### config.mk
export PLATFORM = sky130hd
export DESIGN_NAME = parking_lot_ctrl_v2_flat
export DESIGN_NICKNAME = d
export VERILOG_FILES = /design/src/rtl/parking_lot_ctrl_v2_if.sv /design/src/rtl/parking_lot_ctrl_v2.sv /design/src/flat_wrapper.sv
export SDC_FILE = /design/constraint.sdc
export NUM_CORES = 1
export LEC_CHECK = 0
export CAP_MARGIN = 30
export CORE_MARGIN = 2
export CORE_UTILIZATION = 45
export DETAILED_ROUTE_END_ITERATION = 6
export GPL_TIMING_DRIVEN = 0
export PLACE_DENSITY = 0.79
export SYNTH_ARGS = -nofsm -noshare
export SYNTH_HDL_FRONTEND = slang
export SYNTH_SLANG_ARGS = --single-unit
### constraint.sdc
create_clock -name clk -period 2.6 [get_ports clk]
set_clock_uncertainty 0.05 [all_clocks]
set_input_delay 0.26 -clock clk [delete_from_list [all_inputs] [get_ports clk]]
set_output_delay 0.26 -clock clk [all_outputs]
set_load 0.005 [all_outputs]
### src/rtl/parking_lot_ctrl_v2_if.sv
// Gate-controller bus: keypad/sensor requests in, gate drives and status out.
interface parking_lot_ctrl_v2_if #(
  parameter int PASS_W = 8,
  parameter int CNT_W  = 5
);
  logic [PASS_W-1:0] passcode_in;
  logic              enter_req;
  logic              exit_req;
  logic [CNT_W-1:0]  car_count;
  logic              entry_gate_open;
  logic              exit_gate_open;
  logic              lot_full;
  logic              lot_empty;
  logic              entry_denied;
  logic              lockout_active;

  // Front end / bench side
  modport master (
    output passcode_in, enter_req, exit_req,
    input  car_count, entry_gate_open, exit_gate_open,
           lot_full, lot_empty, entry_denied, lockout_active
  );

  // Controller side
  modport slave (
    input  passcode_in, enter_req, exit_req,
    output car_count, entry_gate_open, exit_gate_open,
           lot_full, lot_empty, entry_denied, lockout_active
  );
endinterface

### src/rtl/parking_lot_ctrl_v2.sv
// Parking lot controller: independent entry/exit gate FSMs sharing one
// occupancy counter, with passcode check, timed gate hold and lockout.
module parking_lot_ctrl_v2 #(
  parameter int                CAPACITY         = 20,
  parameter int                CNT_W            = 5,
  parameter int                PASS_W           = 8,
  parameter logic [PASS_W-1:0] PASSCODE         = PASS_W'(8'hFF),
  parameter int                GATE_OPEN_CYCLES = 4,
  parameter int                MAX_FAILS        = 3,
  parameter int                LOCKOUT_CYCLES   = 16
) (
  input  logic                  clk,
  input  logic                  reset,
  parking_lot_ctrl_v2_if.slave  bus
);

  localparam logic [1:0] E_IDLE = 2'd0;
  localparam logic [1:0] E_OPEN = 2'd1;
  localparam logic [1:0] E_LOCK = 2'd2;
  localparam logic [0:0] X_IDLE = 1'b0;
  localparam logic [0:0] X_OPEN = 1'b1;

  localparam int ET_MAX = (GATE_OPEN_CYCLES > LOCKOUT_CYCLES) ? GATE_OPEN_CYCLES : LOCKOUT_CYCLES;
  localparam int ET_W   = $clog2(ET_MAX + 1);
  localparam int XT_W   = $clog2(GATE_OPEN_CYCLES + 1);
  localparam int FC_W   = $clog2(MAX_FAILS + 1);

  localparam logic [CNT_W-1:0] CAP_C      = CNT_W'(CAPACITY);
  localparam logic [FC_W-1:0]  MAX_FAIL_C = FC_W'(MAX_FAILS);
  localparam logic [ET_W-1:0]  E_GATE_LD  = ET_W'(GATE_OPEN_CYCLES - 1);
  localparam logic [ET_W-1:0]  E_LOCK_LD  = ET_W'(LOCKOUT_CYCLES - 1);
  localparam logic [XT_W-1:0]  X_GATE_LD  = XT_W'(GATE_OPEN_CYCLES - 1);

  logic [1:0]       e_state;
  logic [0:0]       x_state;
  logic [ET_W-1:0]  e_tmr;
  logic [XT_W-1:0]  x_tmr;
  logic [FC_W-1:0]  fail_cnt;
  logic [FC_W-1:0]  fail_inc;
  logic [CNT_W-1:0] count_q;
  logic             eg_q, xg_q, den_q, lock_q;
  logic             code_ok, e_accept, x_accept;

  // Request qualification, all against the pre-edge count
  always_comb begin
    code_ok  = (bus.passcode_in == PASSCODE);
    e_accept = (e_state == E_IDLE) && bus.enter_req && code_ok && (count_q < CAP_C);
    x_accept = (x_state == X_IDLE) && bus.exit_req && (count_q != '0);
    fail_inc = fail_cnt + 1'b1;
  end

  // Entry FSM: accept/deny, gate hold timer, brute-force lockout
  always_ff @(posedge clk or posedge reset) begin
    if (reset) begin
      e_state  <= E_IDLE;
      e_tmr    <= '0;
      fail_cnt <= '0;
      eg_q     <= 1'b0;
      den_q    <= 1'b0;
      lock_q   <= 1'b0;
    end else begin
      den_q <= 1'b0;
      case (e_state)
        E_IDLE: begin
          if (bus.enter_req) begin
            if (e_accept) begin
              fail_cnt <= '0;
              e_state  <= E_OPEN;
              eg_q     <= 1'b1;
              e_tmr    <= E_GATE_LD;
            end else begin
              den_q <= 1'b1;
              // Full-lot rejections with a valid code do not count as failures
              if (!code_ok) begin
                fail_cnt <= fail_inc;
                if (fail_inc == MAX_FAIL_C) begin
                  e_state <= E_LOCK;
                  lock_q  <= 1'b1;
                  e_tmr   <= E_LOCK_LD;
                end
              end
            end
          end
        end
        E_OPEN: begin
          if (e_tmr == '0) begin
            e_state <= E_IDLE;
            eg_q    <= 1'b0;
          end else begin
            e_tmr <= e_tmr - 1'b1;
          end
        end
        E_LOCK: begin
          if (e_tmr == '0) begin
            e_state  <= E_IDLE;
            lock_q   <= 1'b0;
            fail_cnt <= '0;
          end else begin
            e_tmr <= e_tmr - 1'b1;
          end
        end
        default: begin
          e_state <= E_IDLE;
          eg_q    <= 1'b0;
          lock_q  <= 1'b0;
        end
      endcase
    end
  end

  // Exit FSM: accept when occupied, then hold the gate open
  always_ff @(posedge clk or posedge reset) begin
    if (reset) begin
      x_state <= X_IDLE;
      x_tmr   <= '0;
      xg_q    <= 1'b0;
    end else begin
      case (x_state)
        X_IDLE: begin
          if (x_accept) begin
            x_state <= X_OPEN;
            xg_q    <= 1'b1;
            x_tmr   <= X_GATE_LD;
          end
        end
        default: begin
          if (x_tmr == '0) begin
            x_state <= X_IDLE;
            xg_q    <= 1'b0;
          end else begin
            x_tmr <= x_tmr - 1'b1;
          end
        end
      endcase
    end
  end

  // Shared occupancy counter; simultaneous entry and exit cancel out
  always_ff @(posedge clk or posedge reset) begin
    if (reset) begin
      count_q <= '0;
    end else begin
      case ({e_accept, x_accept})
        2'b10:   count_q <= count_q + 1'b1;
        2'b01:   count_q <= count_q - 1'b1;
        default: count_q <= count_q;
      endcase
    end
  end

  assign bus.car_count       = count_q;
  assign bus.entry_gate_open = eg_q;
  assign bus.exit_gate_open  = xg_q;
  assign bus.entry_denied    = den_q;
  assign bus.lockout_active  = lock_q;
  assign bus.lot_full        = (count_q == CAP_C);
  assign bus.lot_empty       = (count_q == '0);

endmodule

### src/flat_wrapper.sv
// flat-port wrapper written by rule: the top's interface ports become plain ports
module parking_lot_ctrl_v2_flat 
#(
  parameter int                CAPACITY         = 20,
  parameter int                CNT_W            = 5,
  parameter int                PASS_W           = 8,
  parameter logic [PASS_W-1:0] PASSCODE         = PASS_W'(8'hFF),
  parameter int                GATE_OPEN_CYCLES = 4,
  parameter int                MAX_FAILS        = 3,
  parameter int                LOCKOUT_CYCLES   = 16
)
  (clk, reset, bus_passcode_in, bus_enter_req, bus_exit_req, bus_car_count, bus_entry_gate_open, bus_exit_gate_open, bus_lot_full, bus_lot_empty, bus_entry_denied, bus_lockout_active);
  parking_lot_ctrl_v2_if #(.PASS_W(PASS_W), .CNT_W(CNT_W)) bus_i ();
  input  logic clk;
  input  logic reset;
  input wire logic [$bits(bus_i.passcode_in)-1:0] bus_passcode_in;
  input wire logic [$bits(bus_i.enter_req)-1:0] bus_enter_req;
  input wire logic [$bits(bus_i.exit_req)-1:0] bus_exit_req;
  output wire logic [$bits(bus_i.car_count)-1:0] bus_car_count;
  output wire logic [$bits(bus_i.entry_gate_open)-1:0] bus_entry_gate_open;
  output wire logic [$bits(bus_i.exit_gate_open)-1:0] bus_exit_gate_open;
  output wire logic [$bits(bus_i.lot_full)-1:0] bus_lot_full;
  output wire logic [$bits(bus_i.lot_empty)-1:0] bus_lot_empty;
  output wire logic [$bits(bus_i.entry_denied)-1:0] bus_entry_denied;
  output wire logic [$bits(bus_i.lockout_active)-1:0] bus_lockout_active;
  assign bus_i.passcode_in = bus_passcode_in;
  assign bus_i.enter_req = bus_enter_req;
  assign bus_i.exit_req = bus_exit_req;
  assign bus_car_count = bus_i.car_count;
  assign bus_entry_gate_open = bus_i.entry_gate_open;
  assign bus_exit_gate_open = bus_i.exit_gate_open;
  assign bus_lot_full = bus_i.lot_full;
  assign bus_lot_empty = bus_i.lot_empty;
  assign bus_entry_denied = bus_i.entry_denied;
  assign bus_lockout_active = bus_i.lockout_active;
  parking_lot_ctrl_v2 #(.CAPACITY(CAPACITY), .CNT_W(CNT_W), .PASS_W(PASS_W), .PASSCODE(PASSCODE), .GATE_OPEN_CYCLES(GATE_OPEN_CYCLES), .MAX_FAILS(MAX_FAILS), .LOCKOUT_CYCLES(LOCKOUT_CYCLES)) u_core (.clk(clk), .reset(reset), .bus(bus_i));
endmodule
; ---- After elaboration in Yosys (flattened, before gate mapping)
; Cells that the tools add are included.
[op_classes]
magnitude_cmp = 1
add_sub_neg = 5
bitwise = 3
reduce_logical = 22
muxes = 38
eq_ne = 20
[op_table]
columns = operator, n
row1 = 5-bit two-way mux, 5
row2 = 5-bit case mux with 2 select lines, 2
row3 = 1-bit two-way mux, 16
row4 = 2-bit two-way mux, 8
row5 = "2-bit inequality test, second input constant", 7
row6 = 4-bit AND reduction, 3
row7 = 5-bit zero test, 2
row8 = "5-bit by 1-bit subtractor with 5-bit output, second input constant", 2
row9 = 3-bit two-way mux, 3
row10 = "8-bit == test, second input constant", 1
row11 = "2-bit by 1-bit inequality test with 1-bit output, second input constant", 4
row12 = 2-bit case mux with 2 select lines, 2
row13 = 2-bit nonzero test, 4
row14 = "2-bit == test, second input constant", 3
row15 = 1-bit case mux with 3 select lines, 2
row16 = 6-bit AND reduction, 1
row17 = "5-bit by 1-bit adder with 5-bit output, second input constant", 1
row18 = "5-bit == test, second input constant", 1
row19 = 1-bit logical AND, 5
row20 = "5-bit less-than comparator, second input constant", 1
row21 = 5-bit AND reduction, 1
row22 = 5-bit nonzero test, 1
row23 = "2-bit by 1-bit == test with 1-bit output, second input constant", 2
row24 = 2-bit AND reduction, 2
row25 = other kinds (8), 10
[totals]
regBits = 22
input_bits = 12
word_cells = 99
output_inout_bits = 11

; ---- Logic depth before layout (Yosys ltp)
[depth]
depth_word = 7
mapped_depth = 14
ltp_nobuf = 12

; ---- Least setup slack after synthesis
; Ideal clock, no wire load.
[synth_timing]
path_kind = flip-flop to flip-flop
from = reg u_core.e_state[0]
to = reg u_core.count_q[4], in the netlist u_core.bus.car_count[4]
slack_ns = -0.099
n_path_buf = 2
t_arrival_ns = 2.521
synth_period_minus_slack_ns = 2.699
stages_incl_launch_ff = 15
setup_ns = 0.128
required_time_ns = 2.422
path_cell_list = dfrtp_1 -> inv_1 -> ha_1 -> clkbuf_8 -> nand2_1 -> nor4_2 -> inv_1 -> ha_1 -> clkbuf_1 -> xor2_1 -> ha_1 -> nor2_1 -> o41ai_1 -> a21oi_1 -> xnor2_1
[synth_via]
elab_chain_len = 6
elab_cells_between_ends = 8
cone_classes = 2 x eq/ne / 1 x mux / 5 x reduce/logical
[synth_rtl]
columns = item, line_no
row1 = "start, declared", parking_lot_ctrl_v2.sv:34  ; logic [1:0] e_state;
row2 = "start signal, assigned", parking_lot_ctrl_v2.sv:55  ; e_state <= E_IDLE;
row3 = "start signal, assigned", parking_lot_ctrl_v2.sv:68  ; e_state <= E_OPEN;
row4 = "start signal, assigned", parking_lot_ctrl_v2.sv:77  ; e_state <= E_LOCK;
row5 = 2-bit zero test *, parking_lot_ctrl_v2.sv:47  ; e_accept = (e_state == E_IDLE) && bus.enter_req && code_ok && (count_q < CAP_C);
row6 = 1-bit logical AND * (3 in a row), parking_lot_ctrl_v2.sv:47
row7 = 2-bit by 1-bit == test with 1-bit output / 2-bit == test (equally long branches), parking_lot_ctrl_v2.sv:143  ; case ({e_accept, x_accept})
row8 = 5-bit case mux with 2 select lines / 2-bit nonzero test (equally long branches), -
row9 = "end signal, assigned", parking_lot_ctrl_v2.sv:144  ; 2'b10: count_q <= count_q + 1'b1;
row10 = "end signal, assigned", parking_lot_ctrl_v2.sv:145  ; 2'b01: count_q <= count_q - 1'b1;
row11 = "end signal, assigned", parking_lot_ctrl_v2.sv:146  ; default: count_q <= count_q;
row12 = "end, declared", parking_lot_ctrl_v2.sv:40  ; logic [CNT_W-1:0] count_q;
; Every way passes the cells marked *; elsewhere a longest branch is shown, timed or not.
; A chain may end at the register's enable or synchronous reset.

; ---- Worst setup path after layout
[layout_timing]
from = in bus_passcode_in[5]
to = reg u_core.count_q[4], in the netlist u_core.bus.car_count[4]
[layout_via]
elab_chain_len = 5
elab_cells_between_ends = 7
cone_classes = 3 x eq/ne / 1 x mux / 3 x reduce/logical
[layout_rtl]
columns = item, line_no
row1 = "start, declared", flat_wrapper.sv:16  ; input wire logic [$bits(bus_i.passcode_in)-1:0] bus_passcode_in;
row2 = 8-bit == test *, parking_lot_ctrl_v2.sv:46  ; code_ok = (bus.passcode_in == PASSCODE);
row3 = 1-bit logical AND * (2 in a row), parking_lot_ctrl_v2.sv:47
row4 = 2-bit by 1-bit == test with 1-bit output / 2-bit == test (equally long branches), parking_lot_ctrl_v2.sv:143
row5 = 5-bit case mux with 2 select lines / 2-bit nonzero test (equally long branches), -
; Marked as above.

==> impl.org <==
** Synth
- For this run, the leading register cell type out of synthesis is dfrtp_1.
- Counting distinct cell types in the post-synthesis netlist gives 65.
- In this run the biggest area consumer among cell types represents 34.59% of the synthesized area.
- Synthesized netlist net count :: 192
- Of the post-synthesis cell area, the part taken by muxes is 1.336%.
- Ranking of synthesized cells by area :: dfrtp_1 35%, ha_1 9.4%, a21oi_1 4.4%, inv_1 3.5%, nor2_1 2.6%
- Area of the mapped netlist :: 0.001592 sq mm
- FFs w/ async S/R, synth :: 100.0%
- Synthesized instance count :: 168
- The share of the Yosys chip area taken by registers is 34.59%.
- Summing the areas of all compound-gate instances in the mapped netlist gives 25.39% of the synthesized area.
- Xor and xnor fraction of the mapped netlist area :: 2.752%
- Number of synthesized flops with an enable pin :: 0
- Cell type with the highest aggregate area in the netlist :: dfrtp_1
- Avg Cell Area, Syn :: 9.473 sq um
- For this run, the number of Yosys warnings is 0.
- The synthesized netlist devotes 20.13% of its cell area to simple gates.
- The synthesized netlist devotes 9.434% of its cell area to adder and majority cells.
- Largest family of logic cells by synthesized area :: compound AO/OA/AOI/OAI gates
- Number of synthesized register bits :: 22

** Power
- The design draws 2432 uW.
- VDD sags by at most 0.6329 mV.
- Internal power comes to 1353 uW.
- Leakage power :: 0.0008709 uW
- Of the total power, the share spent switching nets is 44.35%.
- The clock network accounts for 8.6% of the total power.
- Sequential cells burn 27.1% of the power.
- Summed over all nets, the switching power comes to 1078 uW.
- Power Dens Cells :: 1156 mW/mm^2
- Gate power share :: 64.3%

** Clock tree
- The clock passes through at most 2 buffers.
- Htree depth :: 1
- TritonCTS built the clock tree.
- Root Driver :: clkbuf_4
- Later-pin clock latency in the skew report :: 0.33 ns
- Worst-path clk slew :: 0.14 ns
- Buffers inserted during clock tree synthesis total 3.
- Total clock sinks :: 22

** Worst setup path
- Data arrival time of the worst path :: 2.70 ns
- At the worst endpoint, the required time is 2.80 ns.
- By startpoint and endpoint, the worst setup path is classified as input pin to flop.
- Slack of the worst reg-to-reg path :: 0.12 ns
- Largest fanout on the critical path :: 8
- The worst register-to-register path begins at u_core.e_state[1].
- The largest single stage delay on the critical path is 0.56 ns.
- Worst setup startpoint :: bus_passcode_in[5]
- On the critical path, the stage with the largest delay is an instance of clkdlybuf4s50_1.
- The worst setup path is launched from an input pin.
- Critical-path cell list :: clkdlybuf4s50_1, nand4_4, nor4_4, inv_1, ha_1, or3b_2, o41ai_2, a21oi_1, xnor2_1
- The worst setup path is captured at a flop.
- The number of cells on the worst reg-to-reg path is 11.
- Capturing point of the worst reg2reg path :: u_core.bus.car_count[4]

** Cells and area
- Area delta synth->final :: 32.23%
- Post-Layout Cell Count :: 252
- Layout cell share with drive strength beyond 1 :: 25.73%
- The repair_antennas step left the layout with diodes totalling 0.
- Nets :: 231
- Counting the fill cells in the layout gives 305.

** Placement
- Number of buffers added on ports :: 22
- The congestion estimate from routability-driven global placement came to 0.8699.
- The number of placed instances, taps included, is 236.
- Detailed placement ended at an HPWL of 2.844 mm.
- Before CTS, the worst setup slack after placement is -0.5484 ns.

** GRT
- In the global route stage, overall resource usage came out at 22.26%.
- After global routing the overflow that remains totals 0.
- The number of antenna violations at the first check in global routing came to 0.
- Maximum number of pins on one net before global-route repair :: 23
- Wire length of the first global-routing pass :: 7.024 mm
- The number of global-route vias before repair is 1500.

** Timing
- Setup violations remaining at the end of the flow were counted as 0.
- Post-route worst hold slack :: 0.3271 ns
- For the pin with the worst max-slew slack, the measured transition is 0.8534 ns.
- Timing would allow up to 400.8 MHz.
- Pins over their slew limit :: 0
- Post-layout minimum cycle time :: 2.495 ns
- Worst slew margin relative to its limit :: 43.04%
- The number of endpoints with negative hold slack in the final report came to 0.
- Setup slack after layout :: 0.1048 ns
- Final period utilization :: 95.97%

** Detailed routing
- Total length of routed wires :: 4.358 mm
- Number of violations reported at the end of detailed-routing iteration 0 :: 205
- The pre-antenna-repair detailed-routing pass consisted of 5 iterations.
- Vias per Instance :: 6.067
- Overall via count from detail_route :: 1529
- After detailed routing, the number of remaining DRC violations is 0.
- Average wire length per cell after detail routing :: 17.29 microns
- Once detail routing completed, the nets flagged for antenna violations numbered 0.

** Status
- The flow ran to the end, and the final reports show no timing, DRC or antenna violations.

** Min path
- The min-delay analysis places its worst path in the category input pin to asynchronous set/reset pin.

** Die
- The die is 63.47 microns wide.
- IO Count :: 23
- From bottom edge to top edge, the die measures 63.47 microns.
- The total area inside the core boundary comes to 0.003363 sq mm.
- The die covers 0.004028 sq mm.
- The floorplan has 21 rows.
- Initial Utilization :: 47.32%

** Run
- Max-cap violations in this run came to 0.
layout by cell type, fill, tap and decap left out, drive strengths merged, types with 3 or more instances in the layout:
master / instances
clkdlybuf4s50: 22
dfrtp: 22
inv: 16
buf: 16
a21oi: 14
ha: 12
nor2: 11
o21ai: 7
nand2: 7
clkbuf: 6
o21a: 4
nand3: 4
a21o: 3
xnor2: 3
nand4: 3
nor3: 3
o41ai: 3
layout make-up:
cell class | instances | area [sq um] | share of cell area [%]
sequential | 22 | 555.5 | 26.40
buffer | 4 | 43.79 | 2.081
inverter | 16 | 60.06 | 2.854
timing repair buffer | 36 | 337.8 | 16.05
multi-input combinational | 124 | 1013 | 48.16
clock buffer | 4 | 36.28 | 1.724
tap | 46 | 57.56 | 2.735
Yosys cell counts (2+ instances only):
library cell / instances
o41ai_2: 2
xor2_1: 2
nor2_1: 11
o21ai_0: 6
a21o_1: 3
inv_1: 15
a22oi_1: 2
a21oi_1: 14
xnor2_1: 3
ha_1: 12
nor4b_1: 2
and2_1: 2
clkbuf_1: 3
nand2_1: 6
nand3_1: 4
nor3b_1: 2
nor3_1: 2
nand2b_1: 2
nand4_1: 2
a31oi_1: 2
nor2b_1: 2
o21a_1: 4
dfrtp_1: 22
a32oi_1: 2
flip-flops by register name, summed over array words and instances (netlist names):
register                    flops
u_core.bus.car_count            5
u_core.e_tmr                    5
u_core.x_tmr                    3
u_core.e_state                  2
u_core.fail_cnt                 2
u_core.bus.entry_denied         1
u_core.bus.entry_gate_open      1
u_core.bus.exit_gate_open       1
u_core.bus.lockout_active       1
u_core.x_state                  1
worst max path at each step:
stage / endpoint / slack [ns]
finish: u_core.bus.car_count[4] / 0.10
global route: u_core.bus.car_count[4] / -0.04
CTS: u_core.bus.car_count[4] / 0.003
detailed placement: u_core.bus.car_count[4] / -0.55
global placement: u_core.bus.car_count[4] / -0.46
floorplan: u_core.bus.car_count[4] / 0.03
per-layer routing:
metal,global-route usage (%),wire [microns],vias up
met5,0,0,-
met4,11.41,203,0
met3,5.357,251,23
met2,38.16,2208,65
met1,25.65,1695,742
li1,-,-,699
power by group through the flow:
| stage | logic, uW | clock network (uW) | registers [uW] |
|---|---|---|---|
| after floorplan | 956 | 0 | 618 |
| after global placement | 1240 | 0 | 636 |
| after detailed placement | 1320 | 0 | 644 |
| after CTS | 1430 | 205 | 658 |
| after global routing | 1720 | 220 | 681 |
| final | 1560 | 210 | 659 |
per-stage QoR:
| step | cell area (sq um) | utilization (%) | TNS (ns) |
|---|---|---|---|
| finish | 2105 | 62.57 | 0 |
| global route | 2105 | 62.57 | -0.06171 |
| CTS | 2016 | 59.93 | 0 |
| detailed placement | 1878 | 55.84 | -1.584 |
| global placement | 1878 | 55.84 | -1.314 |
| floorplan | 1600 | - | 0 |
critical path: cells and delay by family:
family / cells / cell delay, ns
xor gates and xnor gates: 1 / 0.17
and+or+nand+nor: 3 / 1.04
adders and majority gates: 1 / 0.41
AOI/OAI and AO/OA: 2 / 0.15
buffers and inverters: 2 / 0.66
what timing repair did:
item,CTS,global route
endpoints found under the setup margin,4,2
pin swaps,5,3
hold buffers,0,0
setup buffers,8,6
gates resized for setup,14,8
cells by family after synthesis:
logic type | count (synthesis)
AO/OA/AOI/OAI | 54
AND/OR/NAND/NOR | 51
buffers and inverters | 22
flip-flops | 22
adder cells (fa/ha/maj) | 12
XOR/XNOR | 5
multiplexers | 2
(Power assumes the default switching activity.)
